File: src/rtl/uart_tx_buf.sv
// 8N1 UART transmitter with a one-entry holding buffer, LSB-first onto o_tx.
// Latency: byte accepted at edge N drives the start bit from edge N+1; frame = (9+STOP_BITS)*BAUD cycles.
// Backpressure: o_ready (registered) is low while the holding buffer is full; i_data is ignored then.
module uart_tx_buf #(
  parameter int BAUD      = 104,
  parameter int STOP_BITS = 1
) (
  input  logic       clk,
  input  logic       rstn,
  input  logic [7:0] i_data,
  input  logic       i_valid,
  output logic       o_ready,
  output logic       o_tx,
  output logic       o_busy,
  output logic       o_done
);

  typedef enum logic [1:0] {IDLE, START, DATA, STOP} state_t;

  localparam logic [15:0] BAUD_LAST = 16'(BAUD - 1);
  localparam logic [2:0]  STOP_LAST = 3'(STOP_BITS - 1);

  state_t      state_q, state_d;
  logic [15:0] cnt_q, cnt_d;
  logic [2:0]  bit_idx_q, bit_idx_d;
  logic [7:0]  shift_q, shift_d;
  logic [7:0]  hold_q, hold_d;
  logic        hold_full_q, hold_full_d;
  logic        tx_q, tx_d;
  logic        ready_q, ready_d;
  logic        busy_q, busy_d;
  logic        done_q, done_d;
  logic        bit_tick;
  logic        accept;
  logic        reload;

  assign bit_tick = (cnt_q == BAUD_LAST);
  // ready_q is low whenever hold is full, so accept and reload are mutually exclusive
  assign accept   = i_valid && ready_q;

  assign o_ready = ready_q;
  assign o_tx    = tx_q;
  assign o_busy  = busy_q;
  assign o_done  = done_q;

  // Next-state: buffer capture, frame sequencing, and outputs precomputed from the next state
  always_comb begin
    state_d     = state_q;
    cnt_d       = cnt_q;
    bit_idx_d   = bit_idx_q;
    shift_d     = shift_q;
    hold_d      = hold_q;
    hold_full_d = hold_full_q;
    reload      = 1'b0;

    if (accept) begin
      hold_d      = i_data;
      hold_full_d = 1'b1;
    end

    case (state_q)
      IDLE: begin
        cnt_d = '0;
        if (hold_full_q) reload = 1'b1;
      end
      START: begin
        if (bit_tick) begin
          state_d   = DATA;
          bit_idx_d = '0;
          cnt_d     = '0;
        end else begin
          cnt_d = cnt_q + 16'd1;
        end
      end
      DATA: begin
        if (bit_tick) begin
          shift_d = {1'b0, shift_q[7:1]};
          cnt_d   = '0;
          if (bit_idx_q == 3'd7) begin
            state_d   = STOP;
            bit_idx_d = '0;
          end else begin
            bit_idx_d = bit_idx_q + 3'd1;
          end
        end else begin
          cnt_d = cnt_q + 16'd1;
        end
      end
      STOP: begin
        if (bit_tick) begin
          cnt_d = '0;
          if (bit_idx_q == STOP_LAST) begin
            bit_idx_d = '0;
            // A queued byte starts its frame straight out of the stop period
            if (hold_full_q) reload = 1'b1;
            else             state_d = IDLE;
          end else begin
            bit_idx_d = bit_idx_q + 3'd1;
          end
        end else begin
          cnt_d = cnt_q + 16'd1;
        end
      end
      default: state_d = IDLE;
    endcase

    if (reload) begin
      shift_d     = hold_q;
      hold_full_d = 1'b0;
      state_d     = START;
      cnt_d       = '0;
      bit_idx_d   = '0;
    end

    // Outputs are registered from next-state values so they line up with the state they describe
    case (state_d)
      START:   tx_d = 1'b0;
      DATA:    tx_d = shift_d[0];
      default: tx_d = 1'b1;
    endcase
    busy_d  = (state_d != IDLE);
    done_d  = (state_d == STOP) && (cnt_d == BAUD_LAST) && (bit_idx_d == STOP_LAST);
    ready_d = !hold_full_d;
  end

  // State and output registers; async reset returns the line to idle-high at once
  always_ff @(posedge clk or negedge rstn) begin
    if (!rstn) begin
      state_q     <= IDLE;
      cnt_q       <= '0;
      bit_idx_q   <= '0;
      shift_q     <= '0;
      hold_q      <= '0;
      hold_full_q <= 1'b0;
      tx_q        <= 1'b1;
      ready_q     <= 1'b1;
      busy_q      <= 1'b0;
      done_q      <= 1'b0;
    end else begin
      state_q     <= state_d;
      cnt_q       <= cnt_d;
      bit_idx_q   <= bit_idx_d;
      shift_q     <= shift_d;
      hold_q      <= hold_d;
      hold_full_q <= hold_full_d;
      tx_q        <= tx_d;
      ready_q     <= ready_d;
      busy_q      <= busy_d;
      done_q      <= done_d;
    end
  end

endmodule

File: config.mk
export PLATFORM = sky130hd
export DESIGN_NAME = uart_tx_buf
export DESIGN_NICKNAME = d
export VERILOG_FILES = /design/src/rtl/uart_tx_buf.sv
export SDC_FILE = /design/constraint.sdc
export NUM_CORES = 1
export LEC_CHECK = 0
export ABC_AREA = 1
export ABC_CLOCK_PERIOD_IN_PS = 2800
export CORE_ASPECT_RATIO = 0.75
export CORE_MARGIN = 2
export CORE_UTILIZATION = 50
export CTS_CLUSTER_DIAMETER = 60
export CTS_CLUSTER_SIZE = 10
export DETAILED_ROUTE_END_ITERATION = 12
export GPL_TIMING_DRIVEN = 0
export PLACE_DENSITY_LB_ADDON = 0.12
export SYNTH_ARGS = -nofsm -noshare
export SYNTH_HDL_FRONTEND = slang
export SYNTH_SLANG_ARGS = --single-unit
File: constraint.sdc
create_clock -name clk -period 2.8 [get_ports clk]
set_input_delay 0.84 -clock clk [delete_from_list [all_inputs] [get_ports clk]]
set_output_delay 0.84 -clock clk [all_outputs]
set_load 0.05 [all_outputs]
Word-level counts from Yosys, hierarchy flattened
Cells that the tools add are included.
{"block": "totals", "register_bits": 42, "latchBits": 0, "ramBits": 0, "mem_bits_ro": 0, "input_bits": 11, "out_inout_bits": 4, "word_cells": 62, "mem_count": 0}
{"block": "op_classes", "add_sub_neg": 2, "multipliers": 0, "n_div": 0, "order_cmp": 0, "n_eq_ne": 9, "shifts": 0, "mux": 28, "n_bitwise": 0, "reduce_logical": 12}
{"operator": "equality test 16 x 7 -> 1 bit, second input constant", "n": 2}
{"operator": "two-way mux 16 bit", "n": 2}
{"operator": "one-hot mux 16 bit (2 select lines)", "n": 1}
{"operator": "two-way mux 8 bit", "n": 3}
{"operator": "two-way mux 3 bit", "n": 6}
{"operator": "adder 16 x 1 -> 16 bit, second input constant", "n": 1}
{"operator": "two-way mux 2 bit", "n": 7}
{"operator": "one-hot mux 3 bit (3 select lines)", "n": 1}
{"operator": "equality test 2 bit, second input constant", "n": 4}
{"operator": "zero test 3 bit", "n": 2}
{"operator": "one-hot mux 2 bit (3 select lines)", "n": 1}
{"operator": "nonzero test 2 bit", "n": 3}
{"operator": "two-way mux 1 bit", "n": 5}
{"operator": "equality test 2 x 1 -> 1 bit, second input constant", "n": 2}
{"operator": "one-hot mux 1 bit (2 select lines)", "n": 2}
{"operator": "adder 3 x 1 -> 3 bit, second input constant", "n": 1}
{"operator": "equality test 3 bit, second input constant", "n": 1}
{"operator": "logical AND 1 bit", "n": 3}
{"operator": "OR reduction 3 bit", "n": 1}
{"operator": "zero test 2 bit", "n": 1}
{"operator": "AND reduction 2 bit", "n": 1}
{"operator": "zero test 1 bit", "n": 1}

Depth between registers and ports, before layout
Gate-level depths: netlist (run 1).
{"block": "depth", "word_depth": 8, "ltp_mapped": 15, "depth_no_buf": 15}

Worst setup path before layout (run 1)
No wires, ideal clock.
{"block": "synth_path", "path_type": "input port to flip-flop", "from": "in i_valid", "to": "reg hold_q[0]", "setup_time_ns": 0.125, "arrival_time_ns": 1.566, "required_time_ns": 2.675, "slack_ns": 1.109, "cell_stages": 3, "n_path_buf": 1, "cell_sequence": "nand2_1 clkbuf_1 mux2_2"}
{"block": "synth_between", "elab_chain_cells": 1}
{"item": "start, declared", "line_no": "11", "text": "input logic i_valid,"}
{"item": "logical AND 1 bit", "line_no": "39", "text": "assign accept = i_valid && ready_q;"}
{"item": "end signal, assigned", "line_no": "144", "text": "hold_q <= hold_d;"}
{"item": "end, declared", "line_no": "27", "text": "logic [7:0] hold_q, hold_d;"}
No other way between the ends.
A chain may end at the register's enable or synchronous reset.

Worst setup path in the final report (run 1)
{"block": "layout_path", "from": "reg ready_q (netlist: o_ready)", "to": "out o_ready"}
{"item": "start, declared", "line_no": "30", "text": "logic ready_q, ready_d;"}
{"item": "start signal, assigned", "line_no": "147", "text": "ready_q <= ready_d;"}
{"item": "end, declared", "line_no": "12", "text": "output logic o_ready,"}
No word-level cell between the ends.

==> impl_results.md, run 1 <==
- Slew @ Worst Pin: 0.518 ns
- Mapped Nets: 339
- Largest net degree at the start of global routing: 30
- Root buf cell: clkbuf_8
- Clock-pin slew on the worst setup and hold paths: 0.08 ns
- Top_reg_cell synth: dfrtp_1
- Slew Limit Fails: 0
- Worst Path Max Fanout: 2
- Clk_skew: 0.00424 ns
- Leak: 0.00141 uW
- Port Buffers: 14
- Fillers: 445
- Die height: 64.2 um
- Worst Path Required: 1.96 ns
- Minimum clock period: 2.47 ns
- Layout area overhead: 13.1%
- #FFs+latches synth: 42
- RSZ-0062 raised after global routing: false
- Hold Path Class: primary input to asynchronous set/reset pin
- Routed vias: 2061
- CTS Buf Count: 5
- R2r worst-path depth: 11
- Gr ovfl total: 0
- Async SR Flop Fraction: 1.00
- Max IR drop VDD: 0.351 mV
- Seq/Total Area, Yosys: 0.436
- First-pass GRT wire length: 9030 um
- Bufs and invs on worst path: 1
- Half-perimeter wire length after placement: 3990 um
- Critical path class: flip-flop to output pin
- Initial DRC count: 202
- Fin. Hold Viols: 0
- Worst skew pair latency: 0.30 ns
- DRC: 0
- Initial core utilization: 0.531
- Reg2reg end: o_done$_DFF_PN0_
- Post-CTS Setup Inserts: 0
- Resize count post-CTS: 0
- Crit-path slowest cell: clkdlybuf4s50_1
- Setup TNS: 0 ns
- Crit path launch: o_ready$_DFF_PN1_
- Initial DRT Pass Iterations: 5
- Pre-CTS setup slack: 0.524 ns
- Crit end category: output pin
- Critical path cell sequence: clkdlybuf4s50_1
- Largest stage delay, worst path: 0.79 ns
- CTS tree: built
- Crit path DAT: 1.63 ns
- Crit path capture: o_ready
- FP Rows: 21
- PD cells: 420 nW/um^2
- TritonCTS Sinks: 42
- Die X: 84.2 um
- Via density: 5.17
- Stages on worst setup path: 1
- Final setup viols: 0
- Initial antenna violation count: 0
- Synth Warn #: 0
- Reg area: 1050 um^2
- Wirelength, routed: 5120 um
- Core ar.: 4550 um^2
- Nets: 361
- Mean area per synthesized cell: 7.57 um^2
- Gate count after technology mapping: 319
- Layout cells sized above 1: 0.108
- Vias in the first global route: 1897
- Period utilisation layout: 0.880
- Critical R2R Launch: cnt_q[0]$_DFF_PN0_
- Routability-driven placement congestion ratio: 0.937
- Total Routing Usage GR: 0.213
- # hold bufs at CTS: 0
- Multi-input logic area: 1140 um^2
- CTS H-tree lvls: 2
- Slew HR: 0.654
- WL/cell: 12.8 um
- Yosys cell types: 31
- Crit start category: flip-flop
- Critical path's top delay family: buffers and inverters
- R2R Setup Slk: 0.85 ns
- Post-route worst setup slack: 0.335 ns
- DRT antenna net count: 0
- Run status: finished, final reports clean
- Max Cap Viol: 0
- Diodes inserted: 0
- Post-synth EDFFs: 0
- Full die area: 5410 um^2
- Cell Area, Synth: 2410 um^2
- Bufs on Longest Clock Path: 2
- Io pins: 15
- F_max: 0.406 GHz
[registers in the layout (all words and copies together) (netlist names)]
register / flops
cnt_q: 16
hold_q: 8
shift_q: 8
bit_idx_q: 3
state_q: 2
hold_full_q: 1
o_busy: 1
o_done: 1
o_ready: 1
o_tx: 1
[per-stage QoR]
step	hold WS, ns	util	total power [uW]	std cells	instance area [um^2]
floorplan	0.448	-	724	319	2410
finish	0.433	0.601	1150	399	2730
detailed placement	0.476	0.581	767	391	2640
CTS	0.443	0.601	1160	399	2730
global placement	0.467	0.578	761	390	2630
global route	0.452	0.601	1200	399	2730
[layout by cell type, fill, tap and decap left out, types with 2 or more instances in the layout]
cell	n
o211ai_1	5
a21oi_1	5
xor2_1	3
clkdlybuf4s50_1	13
dfrtp_1	40
nor2_4	2
o21ai_0	5
clkbuf_8	5
ha_1	9
inv_1	49
nand2_1	79
nand4_1	6
nor2_2	5
dfstp_2	2
buf_2	2
nand3_1	26
nor2_1	49
clkbuf_1	2
nor3_1	5
o21ai_2	2
o21ai_1	3
mux2_2	6
o221ai_1	2
nand2_2	4
[routing by layer]
layer  up-vias  global-route usage  wire length (um)
li1       1045                   -                 -
met5         -                   0                 0
met2        54               0.290              2020
met3         7              0.0556               320
met1       955               0.328              2710
met4         0              0.0665                64
[cells by family (layout without fill, tap and decap cells)]
| kind of cell | after synthesis | count (layout) | share of synthesized area |
|---|---|---|---|
| simple gates | 178 | 178 | 0.319 |
| buf+inv | 56 | 79 | 0.0922 |
| flops | 42 | 42 | 0.436 |
| compound gates | 24 | 24 | 0.0637 |
| fa+ha+maj | 9 | 9 | 0.0466 |
| mux | 6 | 6 | 0.0280 |
| xor+xnor | 4 | 4 | 0.0145 |
[cell usage after synthesis (3+ instances only)]
library cell  count  area share
xor2_1            3       0.011
dfrtp_1          40        0.41
ha_1              9       0.047
nand4_1           6       0.016
mux2_2            6       0.028
nor3_1            5       0.010
nor2_2            5       0.013
nand2_2           4       0.010
nor2_1           49       0.076
nand3_1          26       0.054
a21oi_1           5       0.010
o21ai_1           3      0.0062
o21ai_0           5       0.010
o211ai_1          5       0.016
nand2_1          79        0.12
inv_1            49       0.076
[layout make-up]
class	instances	area share
Multi-Input combinational cell	221	0.417
Tap cell	57	0.0261
Clock buffer	5	0.0252
Sequential cell	42	0.386
Timing Repair Buffer	15	0.0568
Clock inverter	3	0.00779
Inverter	51	0.0701
Buffer	5	0.0115
[power breakdown]
group          switching (uW)  internal [uW]
Combinational            37.5           45.4
Sequential               18.5            650
Clock                     221            175
[worst min path at each step]
stage	from	end	slack, ns
global placement	hold_q[7]$_DFFE_PN0P_	shift_q[7]$_DFFE_PN0P_	0.47
global route	rstn	cnt_q[5]$_DFF_PN0_	0.45
CTS	rstn	cnt_q[7]$_DFF_PN0_	0.44
detailed placement	hold_q[7]$_DFFE_PN0P_	shift_q[7]$_DFFE_PN0P_	0.48
finish	rstn	cnt_q[7]$_DFF_PN0_	0.43
floorplan	hold_q[7]$_DFFE_PN0P_	shift_q[7]$_DFFE_PN0P_	0.45
(Power assumes the default switching activity.)
==> run 2, diff against run 1 <==
--- a/config.mk
+++ b/config.mk
@@ -13,6 +13,7 @@
 export CTS_CLUSTER_DIAMETER = 60
 export CTS_CLUSTER_SIZE = 10
 export DETAILED_ROUTE_END_ITERATION = 12
+export GPL_ROUTABILITY_DRIVEN = 0
 export GPL_TIMING_DRIVEN = 0
 export PLACE_DENSITY_LB_ADDON = 0.12
 export SYNTH_ARGS = -nofsm -noshare
==> run 2 against run 1 <==
Non-clock buffer count stayed put. Cell area increased by 0.14%. Via count shrank 2.6%. First-iteration DRC count is 23% lower. Fmax is 0.11% lower. Final cell count unchanged.
==> impl_results.md, run 2 (same netlist as run 1, synthesis figures left out) <==
- F_max: 0.405 GHz (-0.11%)
- Largest stage delay, worst path: 0.79 ns (about the same)
- Layout area overhead: 13.3%
- Crit-path slowest cell: clkdlybuf4s50_1
- # hold bufs at CTS: 0 (unchanged)
- Post-CTS Setup Inserts: 0 (unchanged)
- PD cells: 426 nW/um^2 (+1.3%)
- Max reg flops: 16 (unchanged)
- Slew @ Worst Pin: 0.495 ns (-0.0236 ns)
- Initial core utilization: 0.531 (unchanged)
- Total Routing Usage GR: 0.210 (-0.00395)
- Post-route insts no fill: 399 (unchanged)
- WL/cell: 13.1 um (+1.8%)
- P_int: 876 uW (+0.58%)
- Critical path class: flip-flop to output pin
- Critical path cell sequence: clkdlybuf4s50_1
- Layout cells sized above 1: 0.108 (unchanged)
- CTS Buf Count: 5 (unchanged)
- Net Switching: 288 uW (+4.1%)
- Initial DRC count: 156 (-23%)
- Critical path's top delay family: buffers and inverters
- Worst Path Max Fanout: 2 (unchanged)
- Crit end category: output pin
- Initial DRT Pass Iterations: 5 (unchanged)
- FP Rows: 21 (unchanged)
- Port Buffers: 14 (unchanged)
- Initial antenna violation count: 0 (unchanged)
- Nets: 361 (unchanged)
- Half-perimeter wire length after placement: 3940 um (-1.1%)
- Comb power frac: 0.071 (about the same)
- Period utilisation layout: 0.881 (+0.00100)
- DRT antenna net count: 0 (unchanged)
- Leak: 0.00141 uW (about the same)
- Top flop regs: cnt_q: 16 flops, hold_q: 8 flops, shift_q: 8 flops
- Crit start category: flip-flop
- Power Total: 1160 uW (+1.4%)
- Fin. Hold Viols: 0 (unchanged)
- Largest net degree at the start of global routing: 30 (unchanged)
- R2r worst-path depth: 11 (unchanged)
- Core ar.: 4550 um^2 (unchanged)
- Dpl cells: 391 (unchanged)
- Die X: 84.2 um (unchanged)
- Io pins: 15 (unchanged)
- Slew Limit Fails: 0 (unchanged)
- Via density: 5.03 (-2.6%)
- Full die area: 5410 um^2 (unchanged)
- Run status: finished, final reports clean
- Wirelength, routed: 5210 um (+1.8%)
- Top reg by flops: cnt_q
- Slew HR: 0.669 (+0.0147)
- Routed vias: 2007 (-2.6%)
- Post-route worst setup slack: 0.332 ns (-0.00280 ns)
- Stages on worst setup path: 1 (unchanged)
- Crit path DAT: 1.63 ns (about the same)
- Diodes inserted: 0 (unchanged)
- Commonest cells after routing, fill and taps aside: 79 x nand2_1, 49 x inv_1, 49 x nor2_1, 40 x dfrtp_1, 26 x nand3_1
- Post-layout util: 0.602 (+0.000826)
- Clock-pin slew on the worst setup and hold paths: 0.09 ns (about the same)
- Pre-CTS setup slack: 0.528 ns (+0.00398 ns)
- CTS H-tree lvls: 2 (unchanged)
- Setup TNS: 0 ns (unchanged)
- Clk_skew: 0.00614 ns (+0.00190 ns)
- Bufs and invs on worst path: 1 (unchanged)
- Die height: 64.2 um (unchanged)
- Sw Ratio: 0.248 (+0.00637)
- Flop pwr share: 0.575 (-0.008)
- DRC: 0 (unchanged)
- Resize count post-CTS: 0 (unchanged)
- First-pass GRT wire length: 8800 um (-2.5%)
- Hold Path Class: primary input to asynchronous set/reset pin
- Minimum clock period: 2.47 ns (+0.00280 ns)
- Worst skew pair latency: 0.30 ns (about the same)
- Final setup viols: 0 (unchanged)
- TritonCTS Sinks: 42 (unchanged)
- Root buf cell: clkbuf_8
- Most common cell after layout, fill and taps aside: nand2_1
- Clock share of power: 0.354 (+0.009)
- Gr ovfl total: 0 (unchanged)
- CTS tree: built
- Vias in the first global route: 1820 (-4.1%)
- Max Cap Viol: 0 (unchanged)
- Max IR drop VDD: 0.349 mV (-0.59%)
- Bufs on Longest Clock Path: 2 (unchanged)
- RSZ-0062 raised after global routing: false
- Worst Path Required: 1.96 ns (about the same)
-- run 2: changes by cell type in the layout (fill, tap and decap cells not counted), sizes merged --
| cell | before | now |
|---|---|---|
| inv | 50 | 51 |
| clkinv | 3 | 2 |
-- run 2: power by group through the flow --
stage / Sequential [uW] / Combinational [uW] / Clock (uW)
2_1_floorplan: 681 / 42.9 / 0
3_3_place_gp: 681 / 80.3 / 0
3_5_place_dp: 682 / 85.5 / 0
4_1_cts: 670 / 85.7 / 426
5_1_grt: 675 / 95.6 / 445
6_report: 669 / 83.0 / 412
-- run 2: cell type report --
cell class | count | area, um^2
flip-flops and latches | 42 | 1050
fillers | 453 | 1810
repair buffers | 15 | 155
multi-input cells | 221 | 1140
clock buffers | 5 | 68.8
clock inverters | 3 | 25.0
well taps | 57 | 71.3
plain buffers | 5 | 31.3
inverters | 51 | 191
-- run 2: final timing paths --
kind                                       start                      to  slack [ns]
max in group asynchronous                   rstn          o_tx$_DFF_PN1_        1.83
max reg2reg                   cnt_q[0]$_DFF_PN0_        o_done$_DFF_PN0_        0.79
min reg2reg                hold_q[7]$_DFFE_PN0P_  shift_q[7]$_DFFE_PN0P_        0.49
min                                         rstn  bit_idx_q[2]$_DFF_PN0_        0.43
max                            o_ready$_DFF_PN1_                 o_ready        0.33
min in group clk           hold_q[7]$_DFFE_PN0P_  shift_q[7]$_DFFE_PN0P_        0.49
-- run 2: routing by layer --
layer  global-route usage  wire length, um
met1                0.322             2790
met2                0.291             2110
met3               0.0452              263
met4               0.0665               51
met5                    0                0
-- run 2: metrics by stage --
stage	cell area, um^2	hold slack (ns)
3_3_place_gp	2630	0.467
4_1_cts	2740	0.441
3_5_place_dp	2640	0.471
5_1_grt	2740	0.455
6_report	2740	0.434
2_1_floorplan	2410	0.448
==> run 3, diff against run 2 <==
--- a/config.mk
+++ b/config.mk
@@ -6,13 +6,14 @@
 export NUM_CORES = 1
 export LEC_CHECK = 0
 export ABC_AREA = 1
-export ABC_CLOCK_PERIOD_IN_PS = 2800
+export ABC_CLOCK_PERIOD_IN_PS = 2200
 export CORE_ASPECT_RATIO = 0.75
 export CORE_MARGIN = 2
 export CORE_UTILIZATION = 50
 export CTS_CLUSTER_DIAMETER = 60
 export CTS_CLUSTER_SIZE = 10
 export DETAILED_ROUTE_END_ITERATION = 12
+export DONT_BUFFER_PORTS = 1
 export GPL_ROUTABILITY_DRIVEN = 0
 export GPL_TIMING_DRIVEN = 0
 export PLACE_DENSITY_LB_ADDON = 0.12
==> constraint.sdc (replaced) <==
create_clock -name clk -period 2.2 [get_ports clk]
set_input_delay 0.66 -clock clk [delete_from_list [all_inputs] [get_ports clk]]
set_output_delay 0.66 -clock clk [all_outputs]
set_load 0.05 [all_outputs]
==> run 3 against run 2 <==
Register-to-register slack worse by 0.51 ns. Wire length down 4.4%. Clock power up 45%. Critical path type is now flip-flop to flip-flop. Via count down 1.9%. Sequential power up 28%. Global-route usage down 0.082 points. Worst hold slack worse by 0.38 ns. Total power up 30%. Clock skew about the same. Cell area down 5.0%.
==> impl_results.md, run 3 (same netlist as run 1, synthesis figures left out) <==
- Most common cell after layout, fill and taps aside: nand2_1
- Top reg by flops: cnt_q
- PD cells: 585 nW/um^2 (+37%)
- Initial DRT Pass Iterations: 4 (-1)
- Diodes inserted: 0 (unchanged)
- Full die area: 5410 um^2 (unchanged)
- Port Buffers: 0 (-14)
- Nets: 346 (-4.2%)
- Reg2reg end: o_done$_DFF_PN0_
- Total Routing Usage GR: 0.209 (-0.000823)
- Initial antenna violation count: 0 (unchanged)
- Pre-CTS setup slack: 0.249 ns (-0.279 ns)
- Wirelength, routed: 4990 um (-4.4%)
- Crit end category: flip-flop
- Layout cells sized above 1: 0.110 (+0.00190)
- Bufs on Longest Clock Path: 2 (unchanged)
- Max IR drop VDD: 0.399 mV (+14%)
- Fin. Hold Viols: 0 (unchanged)
- Fillers: 451 (-0.44%)
- Max Cap Viol: 0 (unchanged)
- Resize count post-CTS: 0 (unchanged)
- Period utilisation layout: 0.873
- Commonest cells after routing, fill and taps aside: 79 x nand2_1, 49 x inv_1, 49 x nor2_1, 40 x dfrtp_1, 26 x nand3_1
- DRC: 0 (unchanged)
- Via density: 5.13 (+1.9%)
- Slew @ Worst Pin: 0.483 ns (-0.0115 ns)
- Top flop regs: cnt_q: 16 flops, hold_q: 8 flops, shift_q: 8 flops
- R2R Setup Slk: 0.28 ns (-0.51 ns)
- Max reg flops: 16 (unchanged)
- First-pass GRT wire length: 8800 um (about the same)
- Root buf cell: clkbuf_8
- CTS Buf Count: 5 (unchanged)
- Die height: 64.2 um (unchanged)
- Io pins: 15 (unchanged)
- R2r worst-path depth: 11 (unchanged)
- Initial core utilization: 0.531 (unchanged)
- Worst Path Max Fanout: 6 (+4)
- Slew HR: 0.678 (+0.00872)
- Setup TNS: 0 ns (unchanged)
- Worst skew pair latency: 0.29 ns (about the same)
- WL/cell: 13.0 um (-0.62%)
- Run status: finished, final reports clean
- Core ar.: 4550 um^2 (unchanged)
- Initial DRC count: 121 (-22%)
- Leak: 0.00136 uW (-3.8%)
- Die X: 84.2 um (unchanged)
- Layout area overhead: 7.56%
- Critical R2R Launch: cnt_q[0]$_DFF_PN0_
- DRT antenna net count: 0 (unchanged)
- Minimum clock period: 1.92 ns
- Critical path class: flip-flop to flip-flop
- Largest net degree at the start of global routing: 43 (+43%)
- RSZ-0062 raised after global routing: false
- Crit start category: flip-flop
- Clock-pin slew on the worst setup and hold paths: 0.08 ns (about the same)
- Post-route insts no fill: 384 (-3.8%)
- Crit path DAT: 2.15 ns (+0.52 ns)
- FP Rows: 21 (unchanged)
- Post-route worst setup slack: 0.279 ns (-0.0534 ns)
- Half-perimeter wire length after placement: 3770 um (-4.4%)
- Slew Limit Fails: 0 (unchanged)
- Worst Path Required: 2.43 ns (+0.47 ns)
- TritonCTS Sinks: 42 (unchanged)
- Hold Path Class: primary input to asynchronous set/reset pin
- Final setup viols: 0 (unchanged)
- Post-CTS Setup Inserts: 0 (unchanged)
- F_max: 0.520 GHz
- Routed vias: 1969 (-1.9%)
- Vias in the first global route: 1833 (+0.71%)
- Gr ovfl total: 0 (unchanged)
- CTS tree: built
- # hold bufs at CTS: 0 (unchanged)
- Dpl cells: 376 (-3.8%)
- Clk_skew: 0.00574 ns (-0.000397 ns)
- CTS H-tree lvls: 2 (unchanged)
==> run 3: layout make-up <==
type	count	area, um^2	share of cell area
multi-input cells	221	1140	0.439
well taps	57	71.3	0.0275
inverters	51	191	0.0737
clock inverters	3	40.0	0.0154
clock buffers	5	68.8	0.0265
flip-flops and latches	42	1050	0.406
plain buffers	5	31.3	0.0120
==> run 3: critical path: stages, from the launching register on <==
cell     delay (ns)
dfrtp_1        0.40
ha_2           0.26
nand3_1        0.15
inv_1          0.10
nand3_1        0.11
xor2_1         0.19
nand2_1        0.07
nor2_1         0.18
nand3_1        0.10
nor2_1         0.13
nand2_1        0.07
nor2_1         0.09
==> run 3: metrics by stage <==
| stage | hold slack [ns] | area, um^2 | utilization | power [uW] |
|---|---|---|---|---|
| after floorplan | 0.364 | 2410 | - | 921 |
| after global placement | 0.366 | 2490 | 0.547 | 932 |
| after detailed placement | 0.366 | 2490 | 0.547 | 937 |
| after CTS | 0.0449 | 2590 | 0.571 | 1540 |
| after global routing | 0.0328 | 2600 | 0.571 | 1590 |
| final | 0.0518 | 2600 | 0.571 | 1520 |
==> run 3: worst max-delay path by stage <==
stage / start / end / slack (ns)
detailed placement: cnt_q[0]$_DFF_PN0_ / o_done$_DFF_PN0_ / 0.25
finish: cnt_q[0]$_DFF_PN0_ / o_done$_DFF_PN0_ / 0.28
CTS: cnt_q[0]$_DFF_PN0_ / o_done$_DFF_PN0_ / 0.21
global placement: cnt_q[0]$_DFF_PN0_ / o_done$_DFF_PN0_ / 0.27
global route: cnt_q[0]$_DFF_PN0_ / o_done$_DFF_PN0_ / 0.01
floorplan: cnt_q[0]$_DFF_PN0_ / o_done$_DFF_PN0_ / 0.55
==> run 3: report_power, final <==
part           internal (uW)  switching, uW
clock                    334            264
combinational           37.3           24.1
sequential               828           30.6
total                   1200            319
==> run 3: metal layers <==
metal	track usage	routed length [um]
met3	0.0607	329
met1	0.329	2640
met2	0.277	1970
met4	0.0484	41
met5	0	0
